[src/rtl/mem_request_unit_pkg.sv]
// mem_req_pkg: shared state/op encodings and default fill values for the memory request unit
package mem_req_pkg;
   typedef enum logic [1:0] {IDLE, FETCH, DECODE, DATA} state_t;
   typedef enum logic {LOAD, STORE} op_t;
   localparam logic [31:0] NOP_INSTR_DEF = 32'h0000_0013;
   localparam logic [31:0] ERR_DATA_DEF = 32'hBAD0_BAD0;
endpackage

[src/rtl/mem_request_unit_ack_timeout.sv]
// ack_timeout: counts cycles spent waiting for a RAM acknowledge and flags the final allowed cycle
module ack_timeout #(
   parameter int TIMEOUT = 16
) (
   input  logic clk,
   input  logic nRST,
   input  logic clr,
   input  logic en,
   output logic expired
);
   localparam int CW = $clog2(TIMEOUT);
   logic [CW-1:0] cnt;
   assign expired = cnt == CW'(TIMEOUT - 1);
   always_ff @(posedge clk) begin
      if (!nRST || clr) cnt <= '0;
      else if (en) cnt <= cnt + 1'b1;
   end
endmodule

[src/rtl/mem_request_unit.sv]
// mem_request_unit: serialises instruction fetch and data access from a single-cycle core onto one RAM port
module mem_request_unit
   import mem_req_pkg::*;
#(
   parameter int          TIMEOUT   = 16,
   parameter logic [31:0] NOP_INSTR = NOP_INSTR_DEF,
   parameter logic [31:0] ERR_DATA  = ERR_DATA_DEF
) (
   input  logic        clk,
   input  logic        nRST,
   input  logic [31:0] imemaddr,
   output logic [31:0] imemload,
   output logic        i_ready,
   input  logic        dmem_ren,
   input  logic        dmem_wen,
   input  logic [31:0] dmemaddr,
   input  logic [31:0] dmemstore,
   output logic [31:0] dmemload,
   output logic        d_ready,
   output logic [31:0] ram_addr,
   output logic [31:0] ram_store,
   output logic        ram_ren,
   output logic        ram_wen,
   input  logic [31:0] ram_load,
   input  logic        ram_ack,
   output logic        bus_err
);
   state_t      state;
   op_t         op;
   logic [31:0] dmem_q;
   logic        busy, expired, done;
   assign busy = state == FETCH || state == DATA;
   assign done = ram_ack || expired;
   ack_timeout #(.TIMEOUT(TIMEOUT)) u_timeout (
      .clk(clk),
      .nRST(nRST),
      .clr(!busy || done),
      .en(busy),
      .expired(expired)
   );
   assign ram_ren   = state == FETCH || (state == DATA && op == LOAD);
   assign ram_wen   = state == DATA && op == STORE;
   assign ram_addr  = state == FETCH ? imemaddr : state == DATA ? dmemaddr : '0;
   assign ram_store = ram_wen ? dmemstore : '0;
   assign d_ready   = state == DATA && done;
   assign i_ready   = d_ready || (state == DECODE && !(dmem_ren || dmem_wen));
   // a timed-out access reports ERR_DATA even for stores; a completed store keeps the old load value
   assign dmemload  = !d_ready ? dmem_q : !ram_ack ? ERR_DATA : op == LOAD ? ram_load : dmem_q;
   always_ff @(posedge clk) begin
      if (!nRST) begin
         state    <= IDLE;
         op       <= LOAD;
         imemload <= NOP_INSTR;
         dmem_q   <= '0;
         bus_err  <= 1'b0;
      end else begin
         case (state)
            IDLE: state <= FETCH;
            FETCH: if (done) begin
               imemload <= ram_ack ? ram_load : NOP_INSTR;
               bus_err  <= bus_err || !ram_ack;
               state    <= DECODE;
            end
            DECODE: begin
               op    <= dmem_wen ? STORE : LOAD;
               state <= (dmem_ren || dmem_wen) ? DATA : FETCH;
            end
            DATA: if (done) begin
               dmem_q  <= dmemload;
               bus_err <= bus_err || !ram_ack;
               state   <= FETCH;
            end
            default: state <= IDLE;
         endcase
      end
   end
endmodule

[config.mk]
export PLATFORM = sky130hd
export DESIGN_NAME = mem_request_unit
export DESIGN_NICKNAME = d
export VERILOG_FILES = /design/src/rtl/mem_request_unit_pkg.sv /design/src/rtl/mem_request_unit_ack_timeout.sv /design/src/rtl/mem_request_unit.sv
export SDC_FILE = /design/constraint.sdc
export NUM_CORES = 1
export LEC_CHECK = 0
export BUFFER_PORTS_ARGS = -buffer_cell sky130_fd_sc_hd__buf_2
export CELL_PAD_IN_SITES_DETAIL_PLACEMENT = 2
export CELL_PAD_IN_SITES_GLOBAL_PLACEMENT = 2
export CORE_MARGIN = 5
export CORE_UTILIZATION = 21
export CTS_CLUSTER_DIAMETER = 100
export DETAILED_ROUTE_END_ITERATION = 10
export PLACE_DENSITY_LB_ADDON = 0.1
export SETUP_SLACK_MARGIN = 0.4
export SYNTH_ARGS = -nofsm -noshare
export SYNTH_HDL_FRONTEND = slang
export SYNTH_SLANG_ARGS = --single-unit
[constraint.sdc]
create_clock -name clk -period 2.2 [get_ports clk]
set_clock_uncertainty 0.2 [all_clocks]
set_input_delay 0.33 -clock clk [delete_from_list [all_inputs] [get_ports clk]]
set_output_delay 0.33 -clock clk [all_outputs]
set_load 0.02 [all_outputs]
==> reports/qor.txt <==
OUTCOME
----------------------------------------------------------------------------------
Result of the run                                                     complete, but fails checks
Violations in the final reports                                       negative setup slack

CTS
----------------------------------------------------------------------------------
Clock Pin Slew Worst Setup and Hold Paths                                  0.06 ns
Root Driver                                                           sky130_fd_sc_hd__clkbuf_16
Number of buffers on the longest clock path                                      2
H-tree levels                                                                    3
CTS buffer count                                                                 9
Clock insertion delay at the later pin of the skew report                  0.33 ns
CTS sink cnt                                                                    72
CTS tree                                                                       yes

FLOW RUN
----------------------------------------------------------------------------------
Max Cap Violations                                                               0

YOSYS
----------------------------------------------------------------------------------
Mapped Nets                                                                    587
Simple-gate share of the synthesized area                                    22.4%
Biggest area consumer among synthesized cells                         sky130_fd_sc_hd__dfxtp_1
Area of the mapped netlist                                              3710 sq um
XOR/XNOR share of the synthesized area                                      0.236%
Yosys synthesis warning count                                                    0
Post-synth EDFFs                                                                 0
Top area cells in the synthesized netlist                             sky130_fd_sc_hd__dfxtp_1, sky130_fd_sc_hd__nand2_1, sky130_fd_sc_hd__a22o_1, sky130_fd_sc_hd__and3_1, sky130_fd_sc_hd__a21oi_1
Proportion of netlist area held by the largest area contributor              38.8%
Main combinational cell family by area after synthesis                compound AO/OA/AOI/OAI gates
Register area share after synthesis                                          38.8%
Most frequently used flop master after synthesis                      sky130_fd_sc_hd__dfxtp_1
Number of cells produced by synthesis                                          449
Synth Area in Adders                                                         1.68%
Multiplexer area fraction after synthesis                                   0.269%
Number of synthesized register bits                                             72
Synth async-reset ratio                                                         0%
Avg Inst Size Synth                                                     8.27 sq um
Distinct cell type count of the synthesized netlist                             41
Compound-Gate Fraction of Synth Area                                         28.4%

PLACED DESIGN
----------------------------------------------------------------------------------
Final GP Congestion                                                          0.750
PortBufs                                                                       265
Area post-placement                                                     5750 sq um
Hpwl dp                                                                   12900 um

DETAILED ROUTING
----------------------------------------------------------------------------------
Via count                                                                     4741
DRC errors left                                                                  0
Avg WL per Cell                                                            21.1 um
Wirelength, routed                                                        20700 um
First-pass DRT Iterations                                                        4
Remaining number of nets flagged by the antenna check after routing              0
Starting DRT DRC Count                                                          85
Vias per cell                                                                 4.85

GRT
----------------------------------------------------------------------------------
Met1 Resource Use GR                                                         20.4%
Global-route total usage across every layer                                  18.0%
Most used routing layer                                                       met2
Met3 Use GR                                                                  5.59%
Global-route wire length before repair                                    29300 um
Maximum number of pins on one net before global-route repair                    37
Global-route met2 utilization                                                32.8%
GRT overflow                                                                     0
Antenna violations before repair                                                 5
Vias in the first global route                                                5197

SETUP PATH
----------------------------------------------------------------------------------
Sort of element at the start of the critical path                         register
Worst setup EP type                                                     output pin
CP dominant cell by count                                             sky130_fd_sc_hd__buf_12
Critical path data arrival time                                            1.75 ns
Maximum single-stage delay on the critical path                            0.36 ns
Cell-by-cell trace of the critical path                               ha_4, buf_12, buf_8, a21boi_4, buf_12, o22a_2, buf_6
Max stage delay cell, worst path                                      sky130_fd_sc_hd__dfxtp_4
WP data required                                                           1.67 ns
Crit path max fanout                                                            15
Critical path type                                                    register to output pin

FINAL LAYOUT
----------------------------------------------------------------------------------
Relative area change from synthesis to final layout                           113%
Post-layout utilization of the core                                          45.7%
Reg area                                                                1450 sq um
Fraction of layout instances using a drive strength above 1                  67.7%
Number of diodes                                                                 0
Net count, final                                                               886
Commonest non-fill, non-tap cell in the layout                        sky130_fd_sc_hd__buf_2
Combined area of the multi-input logic cells                            2870 sq um
Number of filler cells placed in the layout                                   1866
Commonest non-fill, non-tap cells in the layout                       sky130_fd_sc_hd__buf_2, sky130_fd_sc_hd__buf_6, sky130_fd_sc_hd__dfxtp_1
Post-route cell area                                                    7930 sq um

TIMING
----------------------------------------------------------------------------------
Post-layout min period                                                     2.28 ns
Worst Hold Margin                                                        0.0430 ns
Fin. Hold Viols                                                                  0
Highest Clock Rate                                                         438 MHz
Transition time of the tightest slew-check pin                            0.326 ns
Setup repair after global routing missed its margin                            yes
Pins over their slew limit                                                       0
Accumulated negative setup slack                                          -1.84 ns
Setup violations, final                                                         32
Part of the cycle the worst path needs                                        104%
Worst setup slack after layout                                          -0.0841 ns
Slew headroom                                                                78.3%

POWER
----------------------------------------------------------------------------------
Leakage power                                                              3.57 nW
Power after layout                                                         4.36 mW
Worst vdd ir                                                                291 uV
Power density over the cells                                           550 nW/um^2

FLOORPLANNING
----------------------------------------------------------------------------------
Overall die area                                                       20400 sq um
Initial standard-cell utilization of the core                                21.4%
FP Rows                                                                         48
Die X                                                                       143 um
Core Box Area                                                          17400 sq um
I/O pins                                                                       266
Die Y                                                                       143 um

HOLD PATH
----------------------------------------------------------------------------------
Path class of the lowest-slack min-delay path                         input port to register

stage by stage:
stage / cells / setup WS [ns]
floorplan: 449 / 0.335
global placement: 910 / 0.0290
detailed placement: 910 / -0.0122
CTS: 950 / -0.0767
global route: 978 / -0.149
finish: 978 / -0.0841
metal layers:
layer,vias to the layer above,routed length [um]
met5,-,67
met4,10,404
met3,33,1510
met2,171,10900
met1,2318,7820
li1,2209,-
cell type report:
class	instances	area share, %
flip-flops and latches	72	18.3
inverters	10	0.505
repair buffers	332	37.3
clock buffers	9	2.84
clock inverters	7	1.22
well taps	225	3.55
multi-input cells	323	36.2
flip-flops by register name, indices dropped and copies added, names as in the netlist:
register and cells:
u_timeout.cnt 4, op 1, imemload 32, bus_err 1
state 2, dmem_q 32
where the power goes:
part	switching [mW]	internal (mW)	total, mW
combinational	0.718	0.663	1.38
clock	0.589	0.993	1.58
sequential	0.0346	1.36	1.39
total	1.34	3.02	4.36
final timing paths:
check / startpoint / to / slack [ns] / cells past startpoint
setup / recovery: state[1]$_SDFFE_PN0P_ / dmemload[31] / -0.08 / 7
hold / removal: ram_load[31] / imemload[31]$_SDFFE_PN0P_ / 0.04 / 2
setup reg to reg: state[0]$_SDFFE_PN0P_ / dmem_q[4]$_SDFFE_PN0P_ / 0.06 / 11
hold reg to reg: imemload[4]$_SDFFE_PN1P_ / imemload[4]$_SDFFE_PN1P_ / 0.25 / 2
what timing repair did:
action / in CTS / in global routing
hold buffers: 0 / 0
cloned: 8 / 11
setup buffers: 16 / 17
endpoints found under the setup margin: 111 / 150
resized for setup: 207 / 101
pin swaps: 5 / 54
cell families after synthesis:
logic type | Yosys count
AOI/OAI and AO/OA | 147
DFF | 72
xor gates and xnor gates | 1
and+or+nand+nor | 169
muxes | 1
adders and majority gates | 5
buffers and inverters | 54
synth_stat cells, types with 2 or more instances:
cell and count:
sky130_fd_sc_hd__and3_1 32, sky130_fd_sc_hd__o21ai_0 38, sky130_fd_sc_hd__buf_4 6, sky130_fd_sc_hd__o22a_1 15, sky130_fd_sc_hd__a22o_1 29, sky130_fd_sc_hd__nor2_1 9, sky130_fd_sc_hd__inv_1 9, sky130_fd_sc_hd__o221a_2 13
sky130_fd_sc_hd__ha_1 5, sky130_fd_sc_hd__a21oi_1 38, sky130_fd_sc_hd__nor2b_1 16, sky130_fd_sc_hd__nand3_1 21, sky130_fd_sc_hd__buf_2 12, sky130_fd_sc_hd__clkbuf_1 18, sky130_fd_sc_hd__dfxtp_1 72, sky130_fd_sc_hd__o221a_1 2
sky130_fd_sc_hd__nand2_1 84, sky130_fd_sc_hd__buf_6 7
critical path, delay by kind of cell (launching register included):
family          cells  cell delay, ns
buf+inv             4            0.51
flops               1            0.36
compound gates      2            0.36
fa+ha+maj           1            0.17
Power figures use the tool's default switching activity.
